$ cat src/rtl/mul_pkg.sv
// Shared multiplier writeback types and helpers.
// Word sign extension is used by mul_wb_buffer only when MUL_WB_WORD_EN is defined.
package mul_pkg;

  localparam int XLEN         = 64;
  localparam int TAGW_DEFAULT = 5;

  typedef struct packed {
    logic [XLEN-1:0]         data;
    logic [TAGW_DEFAULT-1:0] rd;
  } mul_wb_entry_t;

  // RV64 W-form results are the low word sign-extended to XLEN.
  function automatic logic [XLEN-1:0] sext_word(input logic [31:0] w);
    return {{32{w[31]}}, w};
  endfunction

endpackage

$ cat src/rtl/mul_wb_sext.sv
// W-form result sign extension; instantiated by mul_wb_buffer under MUL_WB_WORD_EN.
module mul_wb_sext
  import mul_pkg::*;
(
  input  logic [XLEN-1:0] product,
  input  logic            word,
  output logic [XLEN-1:0] data
);

  assign data = word ? sext_word(product[31:0]) : product;

endmodule

$ cat src/rtl/mul_wb_buffer.sv
// Result FIFO between the multiplier and register writeback; drops x0 results.
// Define MUL_WB_WORD_EN to sign-extend W-form products on entry.
module mul_wb_buffer
  import mul_pkg::*;
#(
  parameter int DEPTH = 2,
  parameter int TAGW  = TAGW_DEFAULT
) (
  input  logic                       clk,
  input  logic                       rst,
  input  logic                       flush,
  input  logic                       in_valid,
  output logic                       in_ready,
  input  logic [63:0]                in_product,
  input  logic [TAGW-1:0]            in_rd,
  input  logic                       in_word,
  output logic                       out_valid,
  input  logic                       out_ready,
  output logic [63:0]                out_data,
  output logic [TAGW-1:0]            out_rd,
  output logic [$clog2(DEPTH+1)-1:0] count
);

  localparam int PW = $clog2(DEPTH);
  localparam int CW = $clog2(DEPTH+1);

  logic [PW-1:0] head_q, head_d;
  logic [PW-1:0] tail_q, tail_d;
  logic [CW-1:0] count_q, count_d;
  mul_wb_entry_t mem_q [DEPTH];
  mul_wb_entry_t mem_d [DEPTH];
  mul_wb_entry_t head_entry;

  logic [XLEN-1:0] wr_data;
  logic            push;
  logic            pop;

`ifdef MUL_WB_WORD_EN
  mul_wb_sext u_sext (
    .product (in_product),
    .word    (in_word),
    .data    (wr_data)
  );
`else
  logic unused_in_word;
  assign unused_in_word = in_word;
  assign wr_data        = in_product;
`endif

  // Handshake signals depend only on registered occupancy.
  assign in_ready  = (count_q < CW'(DEPTH));
  assign out_valid = (count_q != '0);
  assign count     = count_q;

  // An x0 result completes its handshake but never occupies an entry.
  assign push = in_valid && in_ready && (in_rd != '0);
  assign pop  = out_valid && out_ready;

  assign head_entry = mem_q[head_q];
  assign out_data   = out_valid ? head_entry.data : '0;
  assign out_rd     = out_valid ? TAGW'(head_entry.rd) : '0;

  always_comb begin
    head_d  = head_q;
    tail_d  = tail_q;
    count_d = count_q;
    mem_d   = mem_q;
    if (flush) begin
      head_d  = '0;
      tail_d  = '0;
      count_d = '0;
    end else begin
      if (push) begin
        mem_d[tail_q].data = wr_data;
        mem_d[tail_q].rd   = TAGW_DEFAULT'(in_rd);
        tail_d             = tail_q + PW'(1);
      end
      if (pop) begin
        head_d = head_q + PW'(1);
      end
      count_d = count_q + CW'(push) - CW'(pop);
    end
  end

  always_ff @(posedge clk) begin
    if (rst) begin
      head_q  <= '0;
      tail_q  <= '0;
      count_q <= '0;
    end else begin
      head_q  <= head_d;
      tail_q  <= tail_d;
      count_q <= count_d;
    end
  end

  // Storage needs no reset: outputs are gated by occupancy.
  always_ff @(posedge clk) begin
    mem_q <= mem_d;
  end

endmodule

$ cat config.mk
export PLATFORM = sky130hd
export DESIGN_NAME = mul_wb_buffer
export DESIGN_NICKNAME = d
export VERILOG_FILES = /design/src/rtl/mul_pkg.sv /design/src/rtl/mul_wb_sext.sv /design/src/rtl/mul_wb_buffer.sv
export SDC_FILE = /design/constraint.sdc
export NUM_CORES = 1
export LEC_CHECK = 0
export ABC_CLOCK_PERIOD_IN_PS = 6000
export BUFFER_PORTS_ARGS = -buffer_cell sky130_fd_sc_hd__buf_4
export CORE_MARGIN = 1
export CORE_UTILIZATION = 40
export CTS_BUF_LIST = sky130_fd_sc_hd__clkbuf_4 sky130_fd_sc_hd__clkbuf_8
export CTS_CLUSTER_SIZE = 28
export DETAILED_ROUTE_END_ITERATION = 8
export PLACE_DENSITY = 0.62
export SETUP_SLACK_MARGIN = 0.05
export SLEW_MARGIN = 20
export SYNTH_ARGS = -nofsm -noshare
export SYNTH_HDL_FRONTEND = slang
export SYNTH_HIERARCHICAL = 1
export SYNTH_SLANG_ARGS = --single-unit
$ cat constraint.sdc
create_clock -name clk -period 6 [get_ports clk]
set_input_delay 0.3 -clock clk [delete_from_list [all_inputs] [get_ports clk]]
set_output_delay 0.3 -clock clk [all_outputs]
set_load 0.02 [all_outputs]
# Word-level counts from Yosys, hierarchy flattened
# Cells that the tools add are included.
[classes]
n_addsub = 4
order_cmp = 4
muxes = 11
bitwise_logic = 3
reduce_logical = 8
[ops]
columns = ["op", "n"]
rows = [
  ["138-bit bitwise mux", 2],
  ["69-bit 2-to-1 mux", 4],
  ["69-bit demux with 1-bit select", 2],
  ["64-bit 2-to-1 mux", 1],
  ["5-bit 2-to-1 mux", 2],
  ["5-bit nonzero test", 1],
  ["2-bit greater-or-equal comparator, second input constant", 2],
  ["1-bit logical AND", 4],
  ["1-bit inverter with 2-bit output", 2],
  ["1-bit adder, second input constant", 2],
  ["2-bit by 1-bit adder with 2-bit output", 1],
  ["2-bit by 1-bit < comparator with 1-bit output, second input constant", 1],
  ["2-bit < comparator, second input constant", 1],
  ["2-bit AND reduction", 1],
  ["2-bit nonzero test", 1],
  ["2-bit OR reduction", 1],
  ["2-bit by 1-bit subtractor with 2-bit output", 1],
  ["1-bit inverter", 1],
]
[totals]
ff_bits = 142
inputBits = 75
output_inout_bits = 73
elab_cells = 37

# Logic depth before layout (Yosys ltp)
# Gate-level depths: netlist of run 1.
[depth]
word_depth = 7
ltp_mapped = 8
ltp_nobuf = 8

# Worst setup path after synthesis of run 1
# OpenSTA, ideal clock, no wires.
[synth_path]
kind = "register -> register"
startpoint = "register count_q[1] (netlist: count[1])"
endpoint = "register mem_q[0] in the netlist's numbering, enable pin"
arrival_ns = 5.732
required_time_ns = 5.404
slack_ns = -0.328
stages_incl_launch_ff = 4
n_path_buf = 0
period_less_slack_ns = 6.328
path_cell_list = "dfxtp_1 -> inv_2 -> o211ai_4 -> nor3b_1"
[synth_between]
elab_chain_cells = 4
[synth_rtl]
columns = ["item", "line_no", "text"]
rows = [
  ["start, declared", "mul_wb_buffer.sv:29", "logic [CW-1:0] count_q, count_d;"],
  ["start signal, assigned", "mul_wb_buffer.sv:93", "count_q <= count_d;"],
  ["2-bit < comparator", "mul_wb_buffer.sv:51", "assign in_ready = (count_q < CW'(DEPTH));"],
  ["named net in_ready", "mul_wb_buffer.sv:13", "output logic in_ready,"],
  ["1-bit logical AND (2 in a row)", "mul_wb_buffer.sv:56", "assign push = in_valid && in_ready && (in_rd != '0);"],
  ["2-bit AND reduction (no source line)", "--", ""],
  ["end signal, assigned", "mul_wb_buffer.sv:99", "mem_q <= mem_d;"],
  ["end, declared", "mul_wb_buffer.sv:30", "mul_wb_entry_t mem_q [DEPTH];"],
]
# The timed path passes the listed nets, and every way through them passes these cells.
# A chain may end at the register's enable or synchronous reset.

# Final worst setup path of run 1
[layout_path]
startpoint = "register head_q"
endpoint = "output port out_data[23]"
[layout_between]
elab_chain_cells = 5
[layout_rtl]
columns = ["item", "line_no", "text"]
rows = [
  ["start, declared", "mul_wb_buffer.sv:27", "logic [PW-1:0] head_q, head_d;"],
  ["start signal, assigned", "mul_wb_buffer.sv:87", "head_q <= '0;"],
  ["start signal, assigned", "mul_wb_buffer.sv:91", "head_q <= head_d;"],
  ["1-bit inverter with 2-bit output (not written as such)", "mul_wb_buffer.sv:59", "assign head_entry = mem_q[head_q];"],
  ["69-bit 2-to-1 mux (not written as such) (3 in a row)", "mul_wb_buffer.sv:59", ""],
  ["64-bit 2-to-1 mux", "mul_wb_buffer.sv:60", "assign out_data = out_valid ? head_entry.data : '0;"],
  ["end, declared", "mul_wb_buffer.sv:19", "output logic [63:0] out_data,"],
]
# Every way passes these cells. The select of a mux whose other input is x is not followed.

==> results.md, run 1 <==
STA:
- The final number of max-transition violations is 0.
- The setup TNS after final layout is 0 ns.
- Setup violations remaining at the end of the flow were counted as 0.
- At the pin with the least slew margin, the transition time is ~0.83 ns.
- The number of hold-slack violations in the final timing report came to 0.
- Measured against its own limit, the worst slew margin works out to 0.4461.
- Setup repair after global routing left no endpoint under its margin.
- For the finished layout, the period the worst path requires is ~2.7 ns.
- After layout, the worst setup slack is around 3.3 ns.
- Timing would allow up to 367.1 MHz.
- Across the routed clock network, the largest skew measured is 0.005460 ns.
- Of the available clock period, the critical path in the final layout requires 0.4541.

Clock network:
- The quantity of gates resized following cts is 0.
- In this run, CTS created clock tree buffers numbering 17.
- The number of clock sinks is between 100 and 150.
- The H-tree was split into 4 levels.
- The clock tree root buffer cell is sky130_fd_sc_hd__clkbuf_8.
- Clock-pin slew was measured on the worst setup and hold paths at 0.07 ns.
- TritonCTS built the clock tree.
- The clock passes through at most 2 buffers.
- The later-pin clock latency in the skew report is 0.44 ns.

Logic synthesis:
- Counting every net in the synthesized netlist gives slightly above 400.
- The number of distinct library cell variants in the gate-level netlist after synthesis is 20.
- The flip-flop and latch count after synthesis is 142.
- Summing every instance area after synthesis gives around 5500 sq um.
- During synthesis, Yosys emitted a total of 6 warnings.
- Of the synthesized area, sequential elements account for 0.7729.
- After synthesis, the mean cell area works out to around 17 sq um.
- Counting every instance in the synthesized netlist gives between 300 and 400.

Worst setup path:
- In this design, the critical path's most frequently occurring cell is sky130_fd_sc_hd__buf_4.
- The highest fanout seen on the critical path is 41.
- The critical path runs through a total of 4 cells.
- The number of buffer and inverter instances along the worst setup path is 2.
- The cell with the biggest individual delay on the critical path is sky130_fd_sc_hd__dfxtp_4.
- The critical path goes through buf_4 > mux2i_1 > nor2_1 > buf_4.
- For this run, the slowest stage of the critical path takes roughly 0.70 ns.
- The kind of start point of the critical path is a flip-flop.
- The worst setup path is of the reg -> out kind.
- STA puts the critical path data required time at around 5.7 ns.
- The largest delay contributor family on the critical path is buffers and inverters.
- The number of cells on the worst reg-to-reg path is 3.
- STA classifies the critical path endpoint as an output port.
- The signal arrival time at the worst endpoint is 2.42 ns.

Floorplanning:
- The I/O pin count is roughly 150.
- The floorplan core area is around 13000 sq um.
- The horizontal extent of the die is approximately 120 microns.
- The floorplan has 42 rows.
- For this configuration, the core starts out at a cell density of 0.4111.
- The die boundary height is 118.9 microns.
- The overall die area is 14130 sq um.

Drt:
- Summing over every cut layer, the via total after detailed routing is between 3000 and 4000.
- The aggregate routed wire length is roughly 10 mm.
- In the routed design, unresolved DRC markers number 0.
- The average wire length per cell after detail routing is ~15 microns.
- The count of antenna-violating nets left after detailed routing is 0.
- In this run, the number of DRC markers left after iteration 0 of detailed routing was about 170.
- The detailed-routing iteration count for the pre-antenna-repair pass is 4.
- In the routed layout, each cell is associated on average with a via count of approximately 4.7.

Cells and area:
- In the final layout, flip-flops and latches occupy ~4200 sq um.
- The area of the multi-input gates is about 1200 sq um.
- For this run, the post-layout net count is 561.
- 0 antenna diodes ended up in the layout.
- The synthesis-to-finish area growth is 31.59%.
- The fraction of layout cells with a size suffix above 1 is 0.3831.
- The number of fill cells in the layout is between 1000 and 1500.

Min path:
- The min-delay analysis places its worst path in the category in -> reg.
- Counting instances, the worst hold path has a depth of 1.

Job:
- The max capacitance violation total is 0.

Global routing:
- The via count of the first global-routing pass is about 3300.
- The initial antenna violation count is 0.
- Across every metal layer, demand over resource in global routing totals 0.1573.
- Entering global routing, the biggest net connects 71 pins.
- The wire length of the first global-routing pass is between 15 and 20 mm.
- The remaining global-route overflow is 0.

Power and ir drop:
- The internal portion of the total power is between 1.5 and 2 mW.
- The portion of total power attributed to the clock network is 0.358.
- Dividing total power by cell area gives a power density of 293.9 nW/um^2.
- The share of total power dissipated in combinational logic is 0.104.
- IR analysis of the VDD net gives a maximum drop of 0.0001819 V.
- The sequential power share is 0.537.
- The reported leakage power is ~2.6 nW.
- The net switching share of the total power is 0.2203.
- The switching power total is approximately 0.47 mW.

Place:
- The pre-CTS setup slack is between 3 and 4 ns.
- The placed wire-length estimate is 6.199 mm.
- The routability-driven placement congestion ratio is roughly 0.72.
- During placement, the flow inserted port buffers numbering approximately 150.

Status:
- The run finished with clean final reports.
final timing paths:
kind	start	end	slack, ns
max	head_q$_SDFFE_PP0P_	out_data[23]	3.28
min	in_product[26]	mem_q[100]$_DFFE_PP_	0.04
max reg2reg	head_q$_SDFFE_PP0P_	head_q$_SDFFE_PP0P_	4.17
min reg2reg	tail_q$_SDFFE_PP0P_	tail_q$_SDFFE_PP0P_	0.66
power groups by stage:
stage,Sequential [mW],Clock (mW),Combinational [mW]
CTS,1.14,0.780,0.224
finish,1.14,0.757,0.220
global placement,1.16,0,0.221
global route,1.14,0.818,0.240
detailed placement,1.16,0,0.224
floorplan,1.16,0,0.111
per-stage QoR:
stage	instances	hold slack [ns]	power [mW]	area (sq um)	utilization
global placement	640	0.4854	1.378	6792	0.5108
floorplan	328	0.3766	1.267	5475	-
CTS	671	0.008082	2.141	7182	0.5402
global route	672	0.0009097	2.196	7192	0.5409
finish	672	0.04211	2.114	7192	0.5409
detailed placement	640	0.4880	1.382	6792	0.5108
area by class of cell:
type	instances	area share
clock buffer	22	0.03775
sequential	142	0.5879
timing repair buffer	153	0.1601
inverter	4	0.002088
tap	176	0.03062
clock inverter	9	0.01653
multi-input combinational	166	0.1651
kinds of logic after synthesis:
family                   count (synthesis)  synth area share
multiplexers                            70            0.1282
adder cells (fa/ha/maj)                  2          0.004578
buffers and inverters                   20           0.01534
AND/OR/NAND/NOR                         89           0.06937
XOR/XNOR                                 3          0.004809
AO/OA/AOI/OAI                            2          0.004807
flip-flops                             142            0.7729
placed cells by master (no fill, tap or decap), drive strengths merged, types with 4 or more instances in the layout:
master / netlist / layout
clkinv: 0 / 6
nor2: 71 / 71
buf: 7 / 152
clkbuf: 9 / 22
dfxtp: 4 / 4
inv: 4 / 4
nor2b: 5 / 5
edfxtp: 138 / 138
mux2i: 70 / 70
and2: 6 / 6
metal layers:
layer  routed length, microns  vias up  GRT usage
met5                        0        -          0
met1                     4405     1525     0.1852
met2                     5126       92     0.2562
li1                         -     1515          -
met4                      100        0    0.06804
met3                      645       10    0.06082
what timing repair did:
action	in CTS	in global routing
buffers inserted	0	0
hold buffers	0	1
endpoints found under the hold margin	0	2
flip-flops by register name, indices dropped and copies added (netlist names):
| signal | cells |
|---|---|
| head_q | 1 |
| tail_q | 1 |
| count | 2 |
| mem_q | 138 |
synth_stat cells:
master,number,area (sq um)
sky130_fd_sc_hd__edfxtp_1,138,4144
sky130_fd_sc_hd__clkbuf_1,9,33.78
sky130_fd_sc_hd__mux2i_1,70,700.7
sky130_fd_sc_hd__or4_4,1,11.26
sky130_fd_sc_hd__nor2b_1,5,31.28
sky130_fd_sc_hd__xor2_1,1,8.760
sky130_fd_sc_hd__o211ai_4,1,21.27
sky130_fd_sc_hd__inv_2,2,7.510
sky130_fd_sc_hd__and2_1,6,37.54
sky130_fd_sc_hd__nor3_1,3,15.01
sky130_fd_sc_hd__dfxtp_1,4,80.08
sky130_fd_sc_hd__nand2_1,1,3.750
sky130_fd_sc_hd__buf_2,7,35.03
sky130_fd_sc_hd__ha_1,2,25.02
sky130_fd_sc_hd__inv_1,2,7.510
sky130_fd_sc_hd__o21ai_1,1,5.000
sky130_fd_sc_hd__or3_1,1,6.260
sky130_fd_sc_hd__nor3b_1,1,7.510
sky130_fd_sc_hd__xnor2_1,2,17.52
sky130_fd_sc_hd__nor2_1,71,266.5
Power figures use the tool's default switching activity.
==> inputs of run 2 (changes only) <==
--- a/config.mk
+++ b/config.mk
@@ -5,7 +5,8 @@
 export SDC_FILE = /design/constraint.sdc
 export NUM_CORES = 1
 export LEC_CHECK = 0
-export ABC_CLOCK_PERIOD_IN_PS = 6000
+export ABC_AREA = 1
+export ABC_CLOCK_PERIOD_IN_PS = 2300
 export BUFFER_PORTS_ARGS = -buffer_cell sky130_fd_sc_hd__buf_4
 export CORE_MARGIN = 1
 export CORE_UTILIZATION = 40
==> constraint.sdc (replaced) <==
create_clock -name clk -period 2.3 [get_ports clk]
set_input_delay 0.115 -clock clk [delete_from_list [all_inputs] [get_ports clk]]
set_output_delay 0.115 -clock clk [all_outputs]
set_load 0.02 [all_outputs]
==> results.md, run 2 <==
Clock network:
- CTS saw 142 sinks.
- The clock transition time at the flip-flop clock pins of the worst setup and hold paths is 0.07 ns.
- The later-pin clock latency in the skew report is between 0.4 and 0.5 ns.
- Buffers inserted during clock tree synthesis total 17.
- The depth of the CTS H-tree is 4.
- The tree is rooted in a sky130_fd_sc_hd__clkbuf_8.
- The longest clock path from root to sink contains 2 buffers.
- TritonCTS built the clock tree.

Logic synthesis:
- The leading register cell type out of synthesis is sky130_fd_sc_hd__edfxtp_1.
- The total standard cell area after synthesis is ~5500 sq um.
- The synthesized area per cell is between 10 and 15 sq um.
- The post-synthesis cell type with the largest combined area is sky130_fd_sc_hd__edfxtp_1.
- Sorting the synthesized cells by how often they occur yields sky130_fd_sc_hd__edfxtp_1, sky130_fd_sc_hd__nand2_1, sky130_fd_sc_hd__a21oi_1.
- The post-synthesis async set-or-reset flop share is 0.
- Of the post-synthesis cell area, the dominant cell type holds 0.7492.
- The number of cells produced by synthesis is around 420.
- The net count after synthesis is 499.
- The number of distinct library cell variants in the gate-level netlist after synthesis is 20.
- The register area share after synthesis is 0.7636.
- After synthesis, the cell types taking the most area are sky130_fd_sc_hd__edfxtp_1, sky130_fd_sc_hd__nand2_1, sky130_fd_sc_hd__a21oi_1.
- Counting flops with a built-in enable in the synthesized netlist gives 138.
- By instance count, the leading cell after synthesis is sky130_fd_sc_hd__edfxtp_1.
- The flip-flop and latch count after synthesis is 142.
- The Yosys step of the flow raised 6 warnings.

STA:
- The final number of max-transition violations is 0.
- The slew at the pin closest to its max-slew limit is between 0.5 and 0.6 ns.
- Dividing the final minimum period by the clock period gives 0.8846.
- The number of hold-slack violations in the final timing report is 0.
- The clock period could shrink to between 2 and 2.5 ns.
- Static timing analysis puts the maximum clock frequency at 491.5 MHz.
- The clock skew after layout is ~0.0086 ns.
- In this run the tightest slew margin relative to its limit is 0.6388.
- The final setup violation count is 0.
- The final setup slack of the worst path is roughly 0.27 ns.
- Setup repair after global routing left no endpoint under its margin.

Worst setup path:
- Across all register-to-register paths, the minimum setup slack is approximately 0.37 ns.
- Among cell families on the critical path, the largest total delay comes from buffers and inverters.
- The largest stage delay on the critical path is 0.54 ns.
- The worst setup path is launched from an input pin.
- The critical path ends at count[0]$_SDFF_PP0_.
- The start-to-end type of the worst setup path is in -> reg.
- The number of buffer and inverter instances along the worst setup path is 4.
- The required time of the worst setup path is between 2 and 3 ns.
- In this run the critical register-to-register path is captured at count[0]$_SDFF_PP0_.
- The critical path startpoint is in_rd[1].
- The number of cells on the worst reg-to-reg path is 7.
- Walking the worst path, the cells encountered are dlygate4sd3_1 > buf_4 > nor2_1 > nand3_1 > nand2_2 > ha_1 > inv_1 > ha_1 > nor3b_1 > dlygate4sd3_1.
- The critical path capture point type is a flip-flop.
- The beginning of the worst register-to-register path is count[1]$_SDFF_PP0_.
- The cell with the biggest individual delay on the critical path is sky130_fd_sc_hd__dlygate4sd3_1.
- The number of logic stages on the critical path including buffering is 10.
- STA puts the critical path data arrival time at between 2 and 2.5 ns.
- Along the worst path, the maximum fanout reaches 3.

Place:
- In this run, placement finished with an instance count of approximately 730.
- Once placement finished, the instance area stood at just under 7000 sq um.
- The placed wire-length estimate is roughly 7.2 mm.
- The routability-driven placement congestion ratio is about 0.72.
- During placement, the flow inserted port buffers numbering roughly 150.
- Before CTS, the worst setup slack after placement is just under 0.7 ns.

Cells and area:
- The library cell used most frequently in the layout, excluding fill and tap cells, is sky130_fd_sc_hd__buf_4.
- The flip-flop count of the largest register after layout is approximately 140.
- The filler cells instantiated in the layout total 1051.
- The final non-filler cell area is about 8000 sq um.
- At the end of the flow, the number of nets in the layout was 724.
- The synthesis-to-finish area growth is 44.88%.
- The library cells used most frequently in the layout, excluding fill and tap cells, are sky130_fd_sc_hd__buf_4, sky130_fd_sc_hd__edfxtp_1, sky130_fd_sc_hd__nand2_1, sky130_fd_sc_hd__dlygate4sd3_1, sky130_fd_sc_hd__a21oi_1.
- The number of diodes added for antenna fixing is 0.
- The count of cells in the finished layout, fillers not included, comes to approximately 840.
- The fraction of layout cells with a size suffix above 1 is 0.3273.
- mem_q holds more flip-flops than any other register.

Floorplanning:
- The horizontal extent of the die is between 100 and 150 microns.
- The overall die area is between 10000 and 15000 sq um.
- From bottom edge to top edge, the die measures around 120 microns.
- The floorplan step defined a core boundary enclosing roughly 13000 sq um.
- The floorplan has 42 rows.
- For this configuration, the core starts out at a cell density of 0.4144.
- The I/O pin count is between 100 and 150.

Drt:
- After detailed routing, the number of remaining DRC violations is 0.
- The final route contains 3935 vias.
- The average wire length per cell after detail routing is about 15 microns.
- The detailed-routing iteration count for the pre-antenna-repair pass is 5.
- The violation count after the first detailed-routing iteration is 238.
- The aggregate routed wire length is ~12 mm.
- Using the TritonRoute via totals, the vias-per-cell ratio works out to between 4 and 5.
- In this run the remaining antenna-violating nets after routing total 0.

Power and ir drop:
- The maximum vdd ir drop is between 0.0005 and 0.0006 V.
- Summed over all cells, the static leakage comes to about 3.2 nW.
- The total power divided by cell area is around 720 nW/um^2.

Job:
- The tool flagged a number of max-cap violations equal to 0.

Global routing:
- The initial antenna violation count is 0.
- The via count of the first global-routing pass was about 4100.
- The first global-routing pass estimated 19.82 mm of wire.
- Entering global routing, the biggest net connects between 70 and 80 pins.
- Across every metal layer, demand over resource in global routing totals 0.1841.
- The total overflow left after global routing is 0.

Status:
- The flow ran to the end, and the final reports show no timing, DRC or antenna violations.

Min path:
- The path type of the worst min-delay path is in -> reg.
[run 2: cell types whose count changed after synthesis, moves of 5 or more]
cell / delta
sky130_fd_sc_hd__nand2_2: +10
sky130_fd_sc_hd__a21oi_2: +10
sky130_fd_sc_hd__buf_2: +12
sky130_fd_sc_hd__and2_1: -6
sky130_fd_sc_hd__a21oi_1: +61
sky130_fd_sc_hd__nor2_1: -58
sky130_fd_sc_hd__nand2_1: +136
sky130_fd_sc_hd__inv_1: +13
sky130_fd_sc_hd__mux2i_1: -70
sky130_fd_sc_hd__nor2b_1: -5
sky130_fd_sc_hd__clkbuf_1: -9
[run 2: how the worst min path moves through the flow]
stage,start,to,slack (ns),depth (start not counted)
global route,out_ready,head_q$_SDFFE_PP0P_,0.03,4
finish,out_ready,head_q$_SDFFE_PP0P_,0.03,4
floorplan,flush,count[0]$_SDFF_PP0_,0.19,1
detailed placement,rst,count[0]$_SDFF_PP0_,0.29,2
global placement,rst,count[0]$_SDFF_PP0_,0.29,2
CTS,out_ready,head_q$_SDFFE_PP0P_,0.002,4
[run 2: tightest hold or removal path: stages]
cell,delay [ns]
sky130_fd_sc_hd__buf_4,0.08
sky130_fd_sc_hd__inv_1,0.05
sky130_fd_sc_hd__nor2_4,0.12
sky130_fd_sc_hd__a21oi_1,0.08
[run 2: logic make-up (layout without fill, tap and decap cells)]
logic type | count (synthesis) | in the layout | synth area share
AND/OR/NAND/NOR | 166 | 166 | 0.1212
flip-flops | 142 | 142 | 0.7636
adder cells (fa/ha/maj) | 2 | 2 | 0.004523
XOR/XNOR | 1 | 1 | 0.001584
buffers and inverters | 39 | 277 | 0.03709
AO/OA/AOI/OAI | 72 | 72 | 0.07193
[run 2: power by group]
| group | leakage, nW | internal (mW) | switching, mW |
|---|---|---|---|
| logic | 1.70 | 0.323 | 0.365 |
| registers | 1.29 | 2.93 | 0.0272 |
| clock network | 0.209 | 1.19 | 0.932 |
[run 2: stage by stage]
step	hold WS (ns)	total power [mW]	setup TNS (ns)	util
CTS	0.001816	5.833	0	0.6004
global route	0.02658	5.992	0	0.6004
detailed placement	0.2924	3.607	0	0.5141
finish	0.03087	5.771	0	0.6004
global placement	0.2904	3.596	0	0.5141
floorplan	0.1901	3.307	-26.26	-
[run 2: routing by layer]
metal,wire [microns],GRT usage
met5,0,0
met1,4927,0.2080
met4,255,0.07578
met2,6512,0.3183
met3,622,0.06179
[run 2: timing repair]
| action | CTS | global route |
|---|---|---|
| buffers inserted | 0 | 0 |
| hold buffers | 72 | 0 |
| resized for setup | 0 | 0 |
| hold endpoints to repair | 142 | 0 |
[run 2: cell type report]
class	instances	area, sq um	share of cell area
clock inverters	14	190.2	0.02373
repair buffers	229	1937	0.2417
inverters	16	65.06	0.008119
clock buffers	18	241.5	0.03013
multi-input cells	241	1131	0.1411
flip-flops and latches	142	4229	0.5277
well taps	176	220.2	0.02748
==> inputs of run 3 (changes only) <==
--- a/config.mk
+++ b/config.mk
@@ -5,7 +5,7 @@
 export SDC_FILE = /design/constraint.sdc
 export NUM_CORES = 1
 export LEC_CHECK = 0
-export ABC_AREA = 1
+export ABC_AREA = 0
 export ABC_CLOCK_PERIOD_IN_PS = 2300
 export BUFFER_PORTS_ARGS = -buffer_cell sky130_fd_sc_hd__buf_4
 export CORE_MARGIN = 1
==> results.md, run 3 (same netlist as run 1, synthesis figures left out) <==
STA:
- Setup violations remaining at the end of the flow were counted as 0.
- The final number of max-transition violations was 0.
- Measured against its own limit, the worst slew margin works out to 0.5837.
- Summed over all failing endpoints, the final setup total negative slack is 0 ns.
- The final setup slack of the worst path is roughly 0.17 ns.
- The slew at the pin closest to its max-slew limit is 0.6245 ns.
- The part of the cycle the worst path needs is 0.9253.
- The clock skew after layout is slightly below 0.009 ns.
- The number of hold-slack violations in the final timing report is 0.
- Setup repair after global routing left no endpoint under its margin.
- The peak clock frequency supported by timing is 469.9 MHz.
- The time the final worst path needs with I/O delays and setup is around 2.1 ns.

Clock network:
- Clock-pin slew was measured on the worst setup and hold paths at ~0.070 ns.
- The number of setup buffers added after CTS is 0.
- For the worst-skew pair, the clock arrives at the later sink with an insertion delay of between 0.4 and 0.5 ns.
- The longest clock path from root to sink contains 2 buffers.
- The CTS tree is done.
- The H-tree was split into 4 levels.
- The cell sitting at the root of the clock tree is a sky130_fd_sc_hd__clkbuf_8.
- The number of clock sinks is around 140.
- TritonCTS created 17 clock buffers.

Min path:
- The terminating pin of the worst hold path is tail_q$_SDFFE_PP0P_.
- The startpoint of the lowest-slack hold path is in_valid.
- The worst hold path was traced through 3 stages.
- The path type of the worst min-delay path is in -> reg.

Power and ir drop:
- The portion of total power attributed to the clock network is 0.316.
- Cell internal power was estimated by the tool at 4.127 mW.
- Summed over all nets, the switching power comes to ~1.2 mW.
- The reported leakage power is 2.923 nW.
- The share of total power dissipated in combinational logic is 0.128.
- The share of total power dissipated in sequential elements is 0.556.
- Across the VDD grid, the largest voltage drop is 0.0003154 V.
- Of the total power, the share spent switching nets is 0.2257.
- For this design the ratio of total power to cell area is 675.3 nW/um^2.

Cells and area:
- The fraction of layout cells with a size suffix above 1 is 0.3363.
- 0 antenna diodes ended up in the layout.
- The final non-filler cell area is 7893 sq um.
- The most frequent standard cell in the layout excluding fill and tap cells is sky130_fd_sc_hd__buf_4.
- The end-of-flow core utilization is 0.5936.
- The library cells used most frequently in the layout, excluding fill and tap cells, are sky130_fd_sc_hd__buf_4, sky130_fd_sc_hd__edfxtp_1, sky130_fd_sc_hd__dlygate4sd3_1, sky130_fd_sc_hd__mux2i_1, sky130_fd_sc_hd__nor2_1.
- The final cell count without fillers is ~740.
- After the last flow step, the layout net total stands at ~630.
- The register with the most flip-flops in the layout has about 140 of them.
- Counting flops per register, the top entry is mem_q.
- Compared with the post-synthesis result, the final layout area differs by 44.41%.

Global routing:
- The first global-routing pass estimated around 17 mm of wire.
- The initial antenna violation count is 0.
- The largest net degree at the start of global routing is 46.
- The via count of the first global-routing pass is 3500.
- After global routing the overflow that remains totals 0.
- In the global route stage, overall resource usage came out at 0.1576.

Floorplanning:
- The floorplan core area is 13300 sq um.
- The initial utilization of the core area, before any placement, comes to 0.4111.
- The die covers ~14000 sq um.
- The I/O pin count is approximately 150.
- From left edge to right edge, the die measures 118.9 microns.
- The die boundary height is roughly 120 microns.
- The number of core rows is between 40 and 50.

Drt:
- For this block, the via count after detailed routing is around 3400.
- The post-route DRC violation count is 0.
- Summed over all layers, the routed wires come to between 10 and 15 mm.
- Using the TritonRoute via totals, the vias-per-cell ratio works out to between 4 and 5.
- The violation count after the first detailed-routing iteration is roughly 130.
- The average wire length per cell after detail routing is roughly 15 microns.
- For this run, the detailed router's first-pass iteration total came to 4.
- The count of antenna-violating nets left after detailed routing is 0.

Place:
- At the end of routability-driven placement, the weighted congestion stood at approximately 0.73.
- During placement, the flow inserted port buffers numbering 146.
- The pre-CTS setup slack is roughly 0.29 ns.
- The area after detailed placement is roughly 6800 sq um.
- The placed wire-length estimate is 6.676 mm.
- The total instance count after detailed placement is between 600 and 700.

Job:
- Across the run, the number of max-cap violations was 0.

Worst setup path:
- The reg2reg setup slack is ~0.47 ns.
- The largest stage delay on the critical path is about 0.55 ns.
- The endpoint identified for the worst register-to-register timing path is mem_q[58]$_DFFE_PP_.
- Measured in cells, the most critical reg-to-reg path has a length of 2.
- STA classifies the critical path startpoint as an input pin.
- The required time of the worst setup path is 2.60 ns.
- The cell with the biggest individual delay on the critical path is sky130_fd_sc_hd__or4_4.
- STA puts the critical path data arrival time at ~2.4 ns.
- Walking the worst path, the cells encountered are dlygate4sd3_1 > buf_4 > or4_4 > o211ai_4 > ha_1 > inv_1 > ha_1 > xnor2_1 > xnor2_1 > nor3_1.
- In this run the critical register-to-register path is launched from tail_q$_SDFFE_PP0P_.
- The largest delay contributor family on the critical path is buffers and inverters.
- Of all nets on the critical path, the largest fanout is 4.
- Counting buffers and inverters, the worst setup path is 10 cells deep.
- STA classifies the critical path endpoint as a flip-flop.
- The start-to-end type of the worst setup path is in -> reg.
- The critical path contains buffers and inverters numbering 3 combined.

Status:
- The flow ran to the end, and the final reports show no timing, DRC or antenna violations.
## run 3: cell types whose count changed in the layout (fill, tap and decap cells not counted), sizes merged, moves of 3 or more
cell | before | now
clkinv | 4 | 8
bufinv | 4 | 1
nand2 | 147 | 1
inv | 19 | 4
buf | 157 | 154
a21oi | 71 | 0
nor2b | 0 | 5
and2 | 0 | 6
mux2i | 0 | 70
nor2 | 15 | 71
## run 3: worst max path at each step
stage	start	end	slack (ns)
after CTS	in_rd[0]	count[1]$_SDFF_PP0_	0.20
after floorplan	count[1]$_SDFF_PP0_	mem_q[0]$_DFFE_PP_	-0.53
final	in_rd[0]	count[1]$_SDFF_PP0_	0.17
after global placement	in_rd[0]	count[1]$_SDFF_PP0_	0.32
after detailed placement	in_rd[0]	count[1]$_SDFF_PP0_	0.29
after global routing	in_rd[0]	count[1]$_SDFF_PP0_	0.14
## run 3: worst reg2reg max path: stages (launching register included)
cell and delay [ns]:
sky130_fd_sc_hd__dfxtp_1 0.62, sky130_fd_sc_hd__nor3b_4 0.28, sky130_fd_sc_hd__buf_4 0.55
## run 3: final cells by class
| cell class | instances | area, sq um |
|---|---|---|
| clock buffer | 20 | 256.5 |
| timing repair buffer | 226 | 1902 |
| tap | 176 | 220.2 |
| multi-input combinational | 166 | 1187 |
| inverter | 4 | 20.02 |
| sequential | 142 | 4232 |
| clock inverter | 10 | 75.07 |
| fill | 1067 | 5403 |
## run 3: power groups by stage
| stage | Combinational (mW) | Clock [mW] | Sequential, mW |
|---|---|---|---|
| 6_report | 0.684 | 1.68 | 2.96 |
| 4_1_cts | 0.692 | 1.74 | 2.96 |
| 2_1_floorplan | 0.293 | 0 | 3.01 |
| 3_5_place_dp | 0.592 | 0 | 3.02 |
| 3_3_place_gp | 0.583 | 0 | 3.02 |
| 5_1_grt | 0.736 | 1.85 | 2.97 |
## run 3: stage by stage
stage / hold WS [ns] / power (mW)
floorplan: 0.1820 / 3.306
global placement: 0.2995 / 3.599
detailed placement: 0.3023 / 3.612
CTS: 0.04772 / 5.400
global route: 0.06208 / 5.560
finish: 0.07631 / 5.330
## run 3: per-layer routing
layer / vias up / GRT usage / wire length, microns
met1: 1636 / 0.1929 / 4715
met2: 125 / 0.2584 / 5313
met4: 0 / 0.05222 / 87
li1: 1656 / - / -
met5: - / 0 / 0
met3: 9 / 0.05747 / 749
## run 3: what timing repair did
item | in CTS | in global routing
resized for setup | 0 | 0
hold endpoints to repair | 141 | 0
hold buffers | 72 | 0
